### src/rtl/adc_sample_buffer_if.sv
// Bus bundle between the off-chip reader side and adc_sample_buffer.
//   data_in/new_data     : filter sample and valid level (clk domain)
//   sclk/cs_n            : asynchronous serial clock and frame select
//   serial_data_out      : frame bit, MSB first
//   data_ready/overflow  : FIFO non-empty, sticky drop flag
//   level                : FIFO occupancy 0..DEPTH
interface adc_sample_buffer_if #(
  parameter int DATA_W = 12,
  parameter int DEPTH  = 8
);
  logic [DATA_W-1:0]        data_in;
  logic                     new_data;
  logic                     sclk;
  logic                     cs_n;
  logic                     serial_data_out;
  logic                     data_ready;
  logic                     overflow;
  logic [$clog2(DEPTH):0]   level;

  modport master (output data_in, new_data, sclk, cs_n,
                  input  serial_data_out, data_ready, overflow, level);
  modport slave  (input  data_in, new_data, sclk, cs_n,
                  output serial_data_out, data_ready, overflow, level);
endinterface

### src/rtl/adc_sample_buffer.sv
// Sample FIFO behind digital_filter, drained by an external SPI-style master.
// Each new_data rising edge pushes data_in; each cs_n frame pops at most one
// sample and shifts out {valid, overflow, 2'b00, sample} MSB first on sclk
// falling edges.
//   clk, rst_n : system clock, synchronous active-low reset
//   bus        : adc_sample_buffer_if.slave (see interface header)
module adc_sample_buffer #(
  parameter int DATA_W      = 12,
  parameter int DEPTH       = 8,
  parameter int SYNC_STAGES = 2
) (
  input  logic                 clk,
  input  logic                 rst_n,
  adc_sample_buffer_if.slave   bus
);
  localparam int AW = $clog2(DEPTH);
  localparam int LW = AW + 1;
  localparam logic [LW-1:0] FULL = LW'(DEPTH);

  typedef enum logic [1:0] {IDLE, LOAD, SHIFT} state_t;

  state_t                 state, state_n;
  logic                   nd_q, push_r;
  logic [SYNC_STAGES-1:0] sclk_sync, cs_sync;
  logic                   sclk_d, cs_d;
  logic [AW-1:0]          wr_ptr, rd_ptr;
  logic [LW-1:0]          level_q;
  logic                   ovf_q;
  logic [15:0]            sr;
  logic [DATA_W-1:0]      mem [DEPTH];

  logic sclk_s, cs_s, sclk_fall, cs_fall, cs_rise;
  logic pop, accept, drop;

  assign sclk_s    = sclk_sync[SYNC_STAGES-1];
  assign cs_s      = cs_sync[SYNC_STAGES-1];
  assign sclk_fall = sclk_d & ~sclk_s;
  assign cs_fall   = cs_d & ~cs_s;
  assign cs_rise   = ~cs_d & cs_s;

  // Pop only in LOAD with data queued; a push into a full FIFO still fits
  // when the head leaves on the same cycle.
  assign pop    = (state == LOAD) && (level_q != '0);
  assign accept = push_r && ((level_q != FULL) || pop);
  assign drop   = push_r && !accept;

  always_comb begin
    state_n = state;
    case (state)
      IDLE:    if (cs_fall) state_n = LOAD;
      LOAD:    state_n = SHIFT;
      SHIFT:   state_n = SHIFT;
      default: state_n = IDLE;
    endcase
    if (cs_rise) state_n = IDLE;
  end

  always_ff @(posedge clk) begin
    if (!rst_n) begin
      state     <= IDLE;
      nd_q      <= 1'b0;
      push_r    <= 1'b0;
      sclk_sync <= '0;
      cs_sync   <= '1;     // idle-high so a low cs_n at release opens a frame
      sclk_d    <= 1'b0;
      cs_d      <= 1'b1;
      wr_ptr    <= '0;
      rd_ptr    <= '0;
      level_q   <= '0;
      ovf_q     <= 1'b0;
      sr        <= '0;
    end else begin
      state     <= state_n;
      nd_q      <= bus.new_data;
      push_r    <= bus.new_data & ~nd_q;
      sclk_sync <= {sclk_sync[SYNC_STAGES-2:0], bus.sclk};
      cs_sync   <= {cs_sync[SYNC_STAGES-2:0], bus.cs_n};
      sclk_d    <= sclk_s;
      cs_d      <= cs_s;
      if (accept) wr_ptr <= wr_ptr + 1'b1;
      if (pop)    rd_ptr <= rd_ptr + 1'b1;
      level_q <= level_q + {{(LW-1){1'b0}}, accept} - {{(LW-1){1'b0}}, pop};
      // A drop in the LOAD cycle wins over the clear.
      if (drop)               ovf_q <= 1'b1;
      else if (state == LOAD) ovf_q <= 1'b0;
      if (state == LOAD)
        sr <= pop ? {1'b1, ovf_q, 14'(mem[rd_ptr])} : {1'b0, ovf_q, 14'b0};
      else if (state == SHIFT && sclk_fall && !cs_rise)
        sr <= {sr[14:0], 1'b0};
    end
  end

  always_ff @(posedge clk) begin
    if (accept) mem[wr_ptr] <= bus.data_in;
  end

  assign bus.serial_data_out = (state == SHIFT) & sr[15];
  assign bus.data_ready      = (level_q != '0);
  assign bus.overflow        = ovf_q;
  assign bus.level           = level_q;
endmodule

### src/flat_wrapper.sv
// flat-port wrapper written by rule: the top's interface ports become plain ports
module adc_sample_buffer_flat 
#(
  parameter int DATA_W      = 12,
  parameter int DEPTH       = 8,
  parameter int SYNC_STAGES = 2
)
  (clk, rst_n, bus_data_in, bus_new_data, bus_sclk, bus_cs_n, bus_serial_data_out, bus_data_ready, bus_overflow, bus_level);
  adc_sample_buffer_if #(.DATA_W(DATA_W), .DEPTH(DEPTH)) bus_i ();
  input  logic clk;
  input  logic rst_n;
  input wire logic [$bits(bus_i.data_in)-1:0] bus_data_in;
  input wire logic [$bits(bus_i.new_data)-1:0] bus_new_data;
  input wire logic [$bits(bus_i.sclk)-1:0] bus_sclk;
  input wire logic [$bits(bus_i.cs_n)-1:0] bus_cs_n;
  output wire logic [$bits(bus_i.serial_data_out)-1:0] bus_serial_data_out;
  output wire logic [$bits(bus_i.data_ready)-1:0] bus_data_ready;
  output wire logic [$bits(bus_i.overflow)-1:0] bus_overflow;
  output wire logic [$bits(bus_i.level)-1:0] bus_level;
  assign bus_i.data_in = bus_data_in;
  assign bus_i.new_data = bus_new_data;
  assign bus_i.sclk = bus_sclk;
  assign bus_i.cs_n = bus_cs_n;
  assign bus_serial_data_out = bus_i.serial_data_out;
  assign bus_data_ready = bus_i.data_ready;
  assign bus_overflow = bus_i.overflow;
  assign bus_level = bus_i.level;
  adc_sample_buffer #(.DATA_W(DATA_W), .DEPTH(DEPTH), .SYNC_STAGES(SYNC_STAGES)) u_core (.clk(clk), .rst_n(rst_n), .bus(bus_i));
endmodule
### config.mk
export PLATFORM = sky130hd
export DESIGN_NAME = adc_sample_buffer_flat
export DESIGN_NICKNAME = d
export VERILOG_FILES = /design/src/rtl/adc_sample_buffer_if.sv /design/src/rtl/adc_sample_buffer.sv /design/src/flat_wrapper.sv
export SDC_FILE = /design/constraint.sdc
export NUM_CORES = 1
export LEC_CHECK = 0
export BUFFER_PORTS_ARGS = -buffer_cell sky130_fd_sc_hd__buf_2
export CORE_MARGIN = 3
export CORE_UTILIZATION = 50
export CTS_BUF_LIST = sky130_fd_sc_hd__clkbuf_8
export DETAILED_ROUTE_END_ITERATION = 8
export GPL_TIMING_DRIVEN = 0
export PLACE_DENSITY = 0.67
export SYNTH_ARGS = -nofsm -noshare
export SYNTH_HDL_FRONTEND = slang
export SYNTH_SLANG_ARGS = --single-unit
### constraint.sdc
create_clock -name clk -period 4.7 [get_ports clk]
set_input_delay 0.705 -clock clk [delete_from_list [all_inputs] [get_ports clk]]
set_output_delay 0.705 -clock clk [all_outputs]
set_load 0.03 [all_outputs]
# After elaboration in Yosys (flattened, before gate mapping)
# Memories as Yosys holds them, arrays and structs flattened. A register that Yosys moved wholly into a read port is not among the register bits.
# Index checks and enable logic that the tools add are counted.
# classes
addsub	4
n_eq_ne	4
muxes	11
bitwise_logic	10
reduce_logical	14
# ops
cell	count
$mux W16	3
$add A3 B1 Y3 const B	2
$mux W3	2
$and A1 B1 Y1	5
$logic_and A1 B1 Y1	5
$not A1 Y1	5
$add A4 B1 Y4	1
$mux W1	4
$ne A4 B4 Y1 const B	1
$pmux W2 S2	1
$reduce_bool A2 Y1	2
$reduce_bool A4 Y1	1
$reduce_or A2 Y1	2
$sub A4 B1 Y4	1
$eq A2 B1 Y1 const B	1
$eq A2 B2 Y1 const B	1
$logic_not A1 Y1	2
$logic_not A2 Y1	1
$mux W2	1
$ne A2 B1 Y1 const B	1
$logic_or A1 B1 Y1	1
# word_totals
reg_bits	37
ramBits	96
inputBits	17
output_inout_bits	7
elab_cells	56
memories	1
# memory_table
name	words	width	read_ports	rd_ports_with_merged_regs	wr	line_no	source
u_core.mem	8	12	1	1	1	adc_sample_buffer.sv:30	logic [DATA_W-1:0] mem [DEPTH];

# Logic depth before layout (Yosys ltp)
# Gate-level depths: netlist of the first run.
# logic_depth
word_depth	7
ltp_mapped	13
mapped_depth_nobuf	12

# Worst setup path before layout of the first run
# Ideal clock, no wire load.
# synth_timing
path_kind	register -> register
start	register u_core.level_q[2], in the netlist u_core.bus.level[2]
end	register u_core.level_q[2], in the netlist u_core.bus.level[2]
arrival_time_ps	2534
required_ps	4585
slack_ps	2051
stages_incl_launch_ff	13
n_path_buf	1
synth_period_minus_slack_ps	2649
path_cell_list	dfxtp_1 > inv_1 > ha_1 > or3b_1 > buf_2 > nand2_1 > inv_1 > ha_1 > inv_1 > ha_1 > fa_1 > xor2_1 > and2_1
# synth_between
elab_chain_len	6
elab_cells_between_ends	7
# synth_rtl
item	line_no	source
from (decl)	adc_sample_buffer.sv:27	logic [LW-1:0] level_q;
from (signal assigned)	adc_sample_buffer.sv:82	level_q <= level_q + {{(LW-1){1'b0}}, accept} - {{(LW-1){1'b0}}, pop};
$reduce_bool A4 Y1 *	-	
via bus_data_ready	flat_wrapper.sv:17	output wire logic [$bits(bus_i.data_ready)-1:0] bus_data_ready;
$logic_and A1 B1 Y1 *	adc_sample_buffer.sv:43	assign pop = (state == LOAD) && (level_q != '0);
$logic_or A1 B1 Y1	adc_sample_buffer.sv:44	assign accept = push_r && ((level_q != FULL) || pop);
$logic_and A1 B1 Y1	adc_sample_buffer.sv:44	
$add A4 B1 Y4	adc_sample_buffer.sv:82	
$sub A4 B1 Y4 *	adc_sample_buffer.sv:82	
# Mark *: on every way through the listed nets, which the timed path passes. The rest lies on a longest branch.
# A chain may end at the register's enable or synchronous reset.

# Final worst setup path of the first run
# layout_timing
start	register u_core.state[1]
end	memory u_core.mem[6][7], enable pin
# layout_between
elab_chain_len	6
# layout_rtl
item	line_no	source
from (decl)	adc_sample_buffer.sv:22	state_t state, state_n;
from (signal assigned)	adc_sample_buffer.sv:73	state <= state_n;
$eq A2 B1 Y1	adc_sample_buffer.sv:43	
$logic_and A1 B1 Y1	adc_sample_buffer.sv:43	
$logic_or A1 B1 Y1	adc_sample_buffer.sv:44	
$logic_and A1 B1 Y1	adc_sample_buffer.sv:44	
via u_core.accept	adc_sample_buffer.sv:33	logic pop, accept, drop;
$mux W1	adc_sample_buffer.sv:94	if (accept) mem[wr_ptr] <= bus.data_in;
$mux W1 (not written as such)	adc_sample_buffer.sv:94	
to (decl)	adc_sample_buffer.sv:30	
# The timed path passes the listed nets, and every way through them passes these cells.

==> results of run 1 <==
## power groups by stage
stage / Combinational, W / Clock, W / Sequential (W)
3_5_place_dp: 0.000656 / 0 / 0.00145
6_report: 0.000648 / 0.000996 / 0.00143
2_1_floorplan: 0.000482 / 0 / 0.00147
4_1_cts: 0.000661 / 0.00102 / 0.00143
3_3_place_gp: 0.000637 / 0 / 0.00145
5_1_grt: 0.000730 / 0.00107 / 0.00144
## final cells by class
cell class / count / area (um^2)
inverters: 12 / 45.0
fillers: 804 / 4260
clock buffers: 22 / 303
plain buffers: 15 / 116
repair buffers: 25 / 138
multi-input cells: 162 / 1580
flip-flops and latches: 136 / 3680
clock inverters: 10 / 125
well taps: 136 / 170
## per-stage QoR
stage / hold slack [ps] / power (W) / utilization
floorplan: 367 / 0.00195 / -
global placement: 376 / 0.00209 / 0.546
detailed placement: 386 / 0.00211 / 0.550
CTS: 395 / 0.00310 / 0.591
global route: 402 / 0.00324 / 0.591
finish: 392 / 0.00307 / 0.591
## final timing paths
check / to / slack, ps / from / depth (start not counted)
hold reg to reg: u_core.push_r$_SDFF_PN0_ / 390 / u_core.nd_q$_SDFF_PN0_ / 1
hold / removal: u_core.push_r$_SDFF_PN0_ / 390 / u_core.nd_q$_SDFF_PN0_ / 1
setup reg to reg: u_core.mem[6][7]$_DFFE_PP_ / 1850 / u_core.state[1]$_SDFFE_PP0P_ / 6
setup / recovery: u_core.mem[6][7]$_DFFE_PP_ / 1850 / u_core.state[1]$_SDFFE_PP0P_ / 6
## registers in the layout (all words and copies together) (netlist names), 2 cells and up, named ones only
register,cells
u_core.bus.level,4
u_core.cs_sync,2
u_core.mem,96
u_core.rd_ptr,3
u_core.sclk_sync,2
u_core.sr,16
u_core.state,2
u_core.wr_ptr,3
## cells in the final DEF, fill, tap and decap left out, types with 2 or more instances in the layout
master     netlist  layout
a2bb2oi_2        2       2
clkbuf_8         0      22
xnor2_1          3       3
a21oi_1          3       3
mux4_1           3       3
dfxtp_1         40      40
inv_1           12      15
a2bb2oi_1        9       9
nand2_1          8       8
buf_2            7      30
a21boi_1         2       2
clkinv_2         0       3
mux2i_1         19      19
buf_6            2       4
nor2_2           0       3
xor2_1           2       2
clkbuf_1         3       3
bufinv_16        0       3
and2_1          14      14
buf_12           2       2
mux4_2          21      21
nor3_2           0       2
ha_1            12      12
nor2_1          11       8
nand3_1          4       4
or3b_1           2       2
edfxtp_1        96      96
o21ai_0         16      16
nand2b_1         6       6
or2_1           11      11
nor2b_1          4       4
## cell families (layout without fill, tap and decap cells)
kind of cell,after synthesis,count (layout),synth area share
simple gates,63,63,0.0636
xor+xnor,5,5,0.00810
compound gates,38,38,0.0484
flops,136,136,0.681
fa+ha+maj,13,13,0.0315
buf+inv,27,84,0.0299
mux,43,43,0.137
## metal layers
| metal | up-vias | global-route usage | part of all wire |
|---|---|---|---|
| met5 | - | 0 | 0 |
| met3 | 10 | 0.0478 | 0.037 |
| met1 | 1372 | 0.245 | 0.47 |
| met4 | 0 | 0.0614 | 0.013 |
| li1 | 1319 | - | - |
| met2 | 48 | 0.262 | 0.47 |
## worst max-delay path, stage by stage, from the launching register on
cell and delay, ps:
dfxtp_1 330, inv_1 100, ha_1 320, nor2b_1 210, o21a_1 230, nand2b_1 190
nor2_1 1070
## synthesized netlist by cell type (8+ instances only)
cell type	instances
edfxtp_1	96
dfxtp_1	40
mux4_2	21
mux2i_1	19
o21ai_0	16
and2_1	14
ha_1	12
inv_1	12
nor2_1	11
or2_1	11
a2bb2oi_1	9
nand2_1	8
==> results.yml, run 1 <==
routing:
  routed_wl_um: 9300
  drt-vias-per-instance: 5.31
  drc: 0
  vias: 2749
  wl_per_cell_um: 18.0
  drt_pre_antenna_iters: 4
  drtAntennaViolNets: 0
  drt-initial-drc-count: 195
yosys:
  synth_nets: 355
  syn_area_um2: 5410
  synthCells: 325
  yosysUniqueCellTypes: 36
  yosysWarningCount: 0
  async_reset_ff_frac: 0
  synth_area_per_cell_um2: 16.6
  synth_top_area_share: 0.533
  yosysTopAreaCell: "edfxtp_1"
  synth-seq-cells: 136
  synth_area_leaders: "edfxtp_1 (53%), dfxtp_1 (15%), mux4_2 (8.7%)"
  ys_seq_area_frac: 0.681
  synth_edf_count: 96
  synth_flop_cell: "edfxtp_1"
worst_setup_path:
  startpoint_type: "flop"
  worst_ep_required_time_ps: 4720
  arrival_ps: 2870
  critical_path_peak_fanout: 12
  crit_type: "reg2reg"
  crit_path_end_kind: "flop"
floorplan:
  core_area_um2: 10400
  io_pins: 24
  die_h_um: 110
  start_util: 0.519
  fp.dieW_um: 110
  rows: 37
  die_area_um2: 12100
finish:
  fin_cells: 518
  final_area_um2: 6160
  drive_gt1_frac: 0.246
  n_antenna_cell: 0
  area_delta_synth_final_pct: 13.9
  nets: 399
timing:
  finClkSkew_ps: 10.9
  setup_ws_ps: 1850
  fmax_mhz: 351
  setup_tns_ps: 0
  fin_crit_ps: 2850
  setup_viol: 0
  worst_pin_slew_ps: 1370
  hold_viol_final: 0
  rsz0062_at_grt: "no"
  slew_viol_final: 0
  slew_headroom: 0.0805
  timing.final.crit_share: 0.607
clock_network:
  clk-insertion-delay-late_ps: 420
  cts_sinks: 136
  cts_buffer_depth: 2
  ctsHoldBuffers: 0
  cts-root-buf: "clkbuf_8"
  cts_resized: 0
  clk_pin_slew_ps: 70
  numCtsBuffers: 17
  cts.htree.levels: 4
  post-cts-setup-buffer-count: 0
  cts_tree: "yes"
place:
  dp_slack_ps: 1800
  dpl_cell_area_um2: 5720
  dp.cells: 486
  dp_hpwl_um: 6020
  gp_congestion: 0.711
  placement.io_buffers: 23
pwr:
  clock_power_share: 0.324
  power.leakage_nw: 2.15
  power.internal_w: 0.00228
  power.density_nw_per_um2: 499
  p_sw_frac: 0.257
  power.share.combinational: 0.211
  seq_power_share: 0.465
  vdd_drop_max_v: 0.000218
  p_sw_w: 0.000790
global_routing:
  grt_pass1_vias: 2740
  grt_pass1_wl_um: 14900
  overflow: 0
  grt_usage: 0.174
  antenna_found_initial: 0
  grt_max_degree: 17
job:
  maxCapViolCount: 0
min_path:
  hold_path_class: "reg2reg"
outcome:
  status: "finished, final reports clean"
(Power assumes the default switching activity.)
==> run 2: changes to the inputs <==
==> constraint.sdc (replaced) <==
create_clock -name clk -period 2.8 [get_ports clk]
set_input_delay 0.42 -clock clk [delete_from_list [all_inputs] [get_ports clk]]
set_output_delay 0.42 -clock clk [all_outputs]
set_load 0.03 [all_outputs]
==> run 2 against run 1 <==
Compared with the run above:
- non-clock buffer count is the same
- critical path depth stayed put
- total power up 68%
- combinational power grew 68%
- fmax grew 4.5%
- global-route usage hardly changed
- cell area hardly changed
- clock power up 68%
- sequential share of layout area about the same
- largest cell class unchanged
- first-iteration DRC count down 14%
- register-to-register slack worse by 1800 ps
- clock-buffer cell count did not move
==> results.yml, run 2 (same netlist as run 1, synthesis figures left out) <==
worst_setup_path:
  crit_path_end_kind: "flop"
  startpoint_type: "flop"
  rr_worst_depth: 6
  critical_path_peak_fanout: 12
  crit_type: "reg2reg"
  arrival_ps: 2760
  worst_ep_required_time_ps: 2830
timing:
  fmax_mhz: 367
  setup_tns_ps: 0
  setup_viol: 0
  slew_viol_final: 0
  finClkSkew_ps: 12.2
  worst_pin_slew_ps: 1250
  timing.final.crit_share: 0.974
  setup_ws_ps: 73.2
  fin_crit_ps: 2730
  slew_headroom: 0.166
  hold_viol_final: 0
  rsz0062_at_grt: "yes"
global_routing:
  grt_pass1_wl_um: 15000
  antenna_found_initial: 0
  grt_usage: 0.174
  overflow: 0
  grt_max_degree: 17
  grt_pass1_vias: 2750
floorplan:
  die_area_um2: 12100
  io_pins: 24
  die_h_um: 110
  rows: 37
  fp.dieW_um: 110
  start_util: 0.519
  core_area_um2: 10400
routing:
  drt-vias-per-instance: 5.29
  routed_wl_um: 9320
  drtAntennaViolNets: 0
  drc: 0
  vias: 2742
  drt-initial-drc-count: 167
  drt_pre_antenna_iters: 5
  wl_per_cell_um: 18.0
finish:
  nets: 399
  fill_cells: 805
  largest-register: "u_core.mem"
  area_delta_synth_final_pct: 14.0
  final_common_cell: "edfxtp_1"
  drive_gt1_frac: 0.249
  largest_reg_flops: 96
  layout_common_cells: "edfxtp_1 (96), dfxtp_1 (40), buf_2 (30), clkbuf_8 (22), mux4_2 (21)"
  fin_cells: 518
  n_antenna_cell: 0
min_path:
  hold_path_class: "in2reg"
  holdPathStages: 2
pwr:
  power.density_nw_per_um2: 837
  power.leakage_nw: 2.15
  vdd_drop_max_v: 0.000366
  design_power_total_w: 0.00516
clock_network:
  cts_sinks: 136
  cts_tree: "yes"
  post-cts-setup-buffer-count: 0
  clk-insertion-delay-late_ps: 430
  cts-root-buf: "clkbuf_8"
  cts_buffer_depth: 2
  cts.htree.levels: 4
  clk_pin_slew_ps: 60
  numCtsBuffers: 17
place:
  gp_congestion: 0.711
  dp_hpwl_um: 6020
  dp.cells: 486
  dp_slack_ps: -103
  placement.io_buffers: 23
job:
  maxCapViolCount: 0
outcome:
  status: "finished, final reports clean"
==> run 2: cell count changes in the layout (fill, tap and decap cells not counted) <==
cell,delta
nor2_1,-1
nor2_2,+1
==> run 2: routing by layer <==
metal	part of all wire	wire [um]	track usage
met5	0	0	0
met4	0.0076	71	0.0614
met3	0.038	354	0.0478
met2	0.49	4570	0.263
met1	0.46	4330	0.245
==> run 2: per-stage QoR <==
step | area (um^2) | hold slack, ps | utilization
global placement | 5690 | 376 | 0.546
CTS | 6160 | 153 | 0.592
finish | 6160 | 179 | 0.592
global route | 6160 | 163 | 0.592
detailed placement | 5720 | 386 | 0.550
floorplan | 5410 | 367 | -
==> run 2: timing repair <==
item                                    4_1_cts  5_1_grt
endpoints found under the setup margin       51       24
gates resized for setup                       4        0
gates cloned                                  0        0
hold buffers                                  0        0
pin swaps                                     0        0
==> run 2: cell type report <==
cell class                 count  area [um^2]  share of cell area
sequential                   136         3680               0.598
multi-input combinational    162         1580               0.257
clock buffer                  22          303              0.0491
tap                          136          170              0.0276
timing repair buffer          25          138              0.0223
clock inverter                10          125              0.0203
buffer                        15          116              0.0189
inverter                      12         45.0             0.00731
==> run 2: path summary, 6_finish.rpt <==
path / startpoint / to / slack (ps)
max: u_core.state[1]$_SDFFE_PP0P_ / u_core.mem[3][6]$_DFFE_PP_ / 70
min: bus_cs_n / u_core.cs_sync[0]$_SDFF_PN1_ / 180
max reg2reg: u_core.state[1]$_SDFFE_PP0P_ / u_core.mem[3][6]$_DFFE_PP_ / 70
min reg2reg: u_core.nd_q$_SDFF_PN0_ / u_core.push_r$_SDFF_PN0_ / 390
==> run 2: power breakdown <==
group / internal [W] / switching [W]
Sequential: 0.00231 / 0.0000866
Clock: 0.000988 / 0.000683
Combinational: 0.000531 / 0.000559
Total: 0.00383 / 0.00133
==> run 2: worst max-delay path, stage by stage (launching register included) <==
cell and delay (ps):
dfxtp_1 330, inv_1 100, ha_1 330, nor2b_1 210, o21a_1 240, nand2_1 160, nor2_1 980
==> run 3: changes to the inputs <==
--- a/config.mk
+++ b/config.mk
@@ -11,7 +11,7 @@
 export CTS_BUF_LIST = sky130_fd_sc_hd__clkbuf_8
 export DETAILED_ROUTE_END_ITERATION = 8
 export GPL_TIMING_DRIVEN = 0
-export PLACE_DENSITY = 0.67
+export PLACE_DENSITY = 0.78
 export SYNTH_ARGS = -nofsm -noshare
 export SYNTH_HDL_FRONTEND = slang
 export SYNTH_SLANG_ARGS = --single-unit
==> run 3 against run 2 <==
Compared with the run above:
- sequential share of layout area is 0.68 points higher
- critical path depth stayed put
- setup slack worse by 64 ps
- fmax is 2.3% lower
- register-to-register slack worse by 60 ps
- clock power is 11% lower
- sequential power hardly changed
- global-route usage is 0.068 points lower
==> results.yml, run 3 (same netlist as run 1, synthesis figures left out) <==
clock_network:
  cts.htree.levels: 4
  cts_tree: "yes"
  ctsHoldBuffers: 0
  post-cts-setup-buffer-count: 0
  numCtsBuffers: 17
  clk-insertion-delay-late_ps: 440
  cts_sinks: 136
  clk_pin_slew_ps: 80
  cts-root-buf: "clkbuf_8"
  cts_buffer_depth: 2
timing:
  finClkSkew_ps: 8.00
  setup_tns_ps: 0
  fmax_mhz: 358
  hold_viol_final: 0
  whs_ps: 169
  fin_crit_ps: 2790
  slew_headroom: 0.112
  setup_viol: 0
  rsz0062_at_grt: "yes"
  timing.final.crit_share: 0.997
  slew_viol_final: 0
  worst_pin_slew_ps: 1330
routing:
  vias: 2773
  drtAntennaViolNets: 0
  drt-vias-per-instance: 5.36
  wl_per_cell_um: 17.9
  drc: 0
  drt_pre_antenna_iters: 4
  drt-initial-drc-count: 242
  routed_wl_um: 9270
worst_setup_path:
  critical_path_peak_fanout: 12
  crit_type: "reg2reg"
  slowest_stage: "nor2_1"
  crit_path_end_kind: "flop"
  worst_ep_required_time_ps: 2840
  critPathBufInv: 1
  cp_top_family: "simple AND/OR/NAND/NOR gates"
  crit_chain: "inv_1 -> ha_1 -> nor2b_1 -> o21a_1 -> nand2b_1 -> nor2_1"
  startpoint_type: "flop"
  max_stage_delay_ps: 1020
  arrival_ps: 2830
finish:
  largest-register: "u_core.mem"
  drive_gt1_frac: 0.249
  area_delta_synth_final_pct: 12.7
  utilization: 0.585
  layout_common_cells: "edfxtp_1 (96), dfxtp_1 (40), buf_2 (30), mux4_2 (21), mux2i_1 (19)"
  fill_cells: 804
  fin_cells: 517
  n_antenna_cell: 0
  largest_reg_flops: 96
  register_area_um2: 3680
  final_common_cell: "edfxtp_1"
  nets: 399
  multi_input_area_um2: 1580
place:
  dp_hpwl_um: 6100
  placement.io_buffers: 23
  gp_congestion: 0.743
  dp.cells: 486
job:
  maxCapViolCount: 0
global_routing:
  overflow: 0
  grt_usage: 0.174
  antenna_found_initial: 0
  grt_pass1_wl_um: 14900
  grt_pass1_vias: 2804
  grt_max_degree: 17
pwr:
  design_power_total_w: 0.00497
  vdd_drop_max_v: 0.000625
  power.density_nw_per_um2: 815
  power.leakage_nw: 2.10
floorplan:
  die_h_um: 110
  die_area_um2: 12100
  core_area_um2: 10400
  start_util: 0.519
  fp.dieW_um: 110
  io_pins: 24
  rows: 37
outcome:
  status: "finished, final reports clean"
min_path:
  hold_path_class: "in2reg"
run 3: cell types whose count changed in the layout (fill, tap and decap cells not counted), moves of 2 or more:
cell / delta
bufinv_16: -2
clkbuf_8: -5
clkinv_4: +2
clkinvlp_4: +3
inv_1: -2
inv_6: +4
run 3: what timing repair did:
action / CTS / global route
gates resized for setup: 0 / 3
pin swaps: 0 / 0
endpoints found under the setup margin: 24 / 72
run 3: area by class of cell:
| class | count | share of cell area |
|---|---|---|
| plain buffers | 15 | 0.0191 |
| clock buffers | 17 | 0.0384 |
| clock inverters | 14 | 0.0209 |
| inverters | 12 | 0.00739 |
| multi-input cells | 162 | 0.259 |
| flip-flops and latches | 136 | 0.605 |
| well taps | 136 | 0.0279 |
| repair buffers | 25 | 0.0226 |
run 3: final timing paths:
| check | from | end | slack (ps) | cells past startpoint |
|---|---|---|---|---|
| max | u_core.state[1]$_SDFFE_PP0P_ | u_core.mem[2][6]$_DFFE_PP_ | 9 | 6 |
| min | bus_cs_n | u_core.cs_sync[0]$_SDFF_PN1_ | 170 | 2 |
| max reg2reg | u_core.state[1]$_SDFFE_PP0P_ | u_core.mem[2][6]$_DFFE_PP_ | 9 | 6 |
| min reg2reg | u_core.nd_q$_SDFF_PN0_ | u_core.push_r$_SDFF_PN0_ | 400 | 1 |
run 3: per-stage QoR:
stage	worst slack, ps	cell area (um^2)
floorplan	151	5410
detailed placement	-57.5	5720
global placement	-495	5690
finish	8.87	6090
global route	-214	6090
CTS	-22.6	6090
run 3: metal layers:
metal | global-route usage | up-vias | part of all wire
li1 | - | 1314 | -
met1 | 0.220 | 1395 | 0.44
met2 | 0.281 | 54 | 0.50
met3 | 0.0507 | 10 | 0.047
met4 | 0.0721 | 0 | 0.014
met5 | 0 | - | 0
run 3: report_power, final:
group / total [W] / switching (W) / internal, W
Clock: 0.00148 / 0.000776 / 0.000703
Sequential: 0.00240 / 0.0000906 / 0.00231
Combinational: 0.00109 / 0.000553 / 0.000534
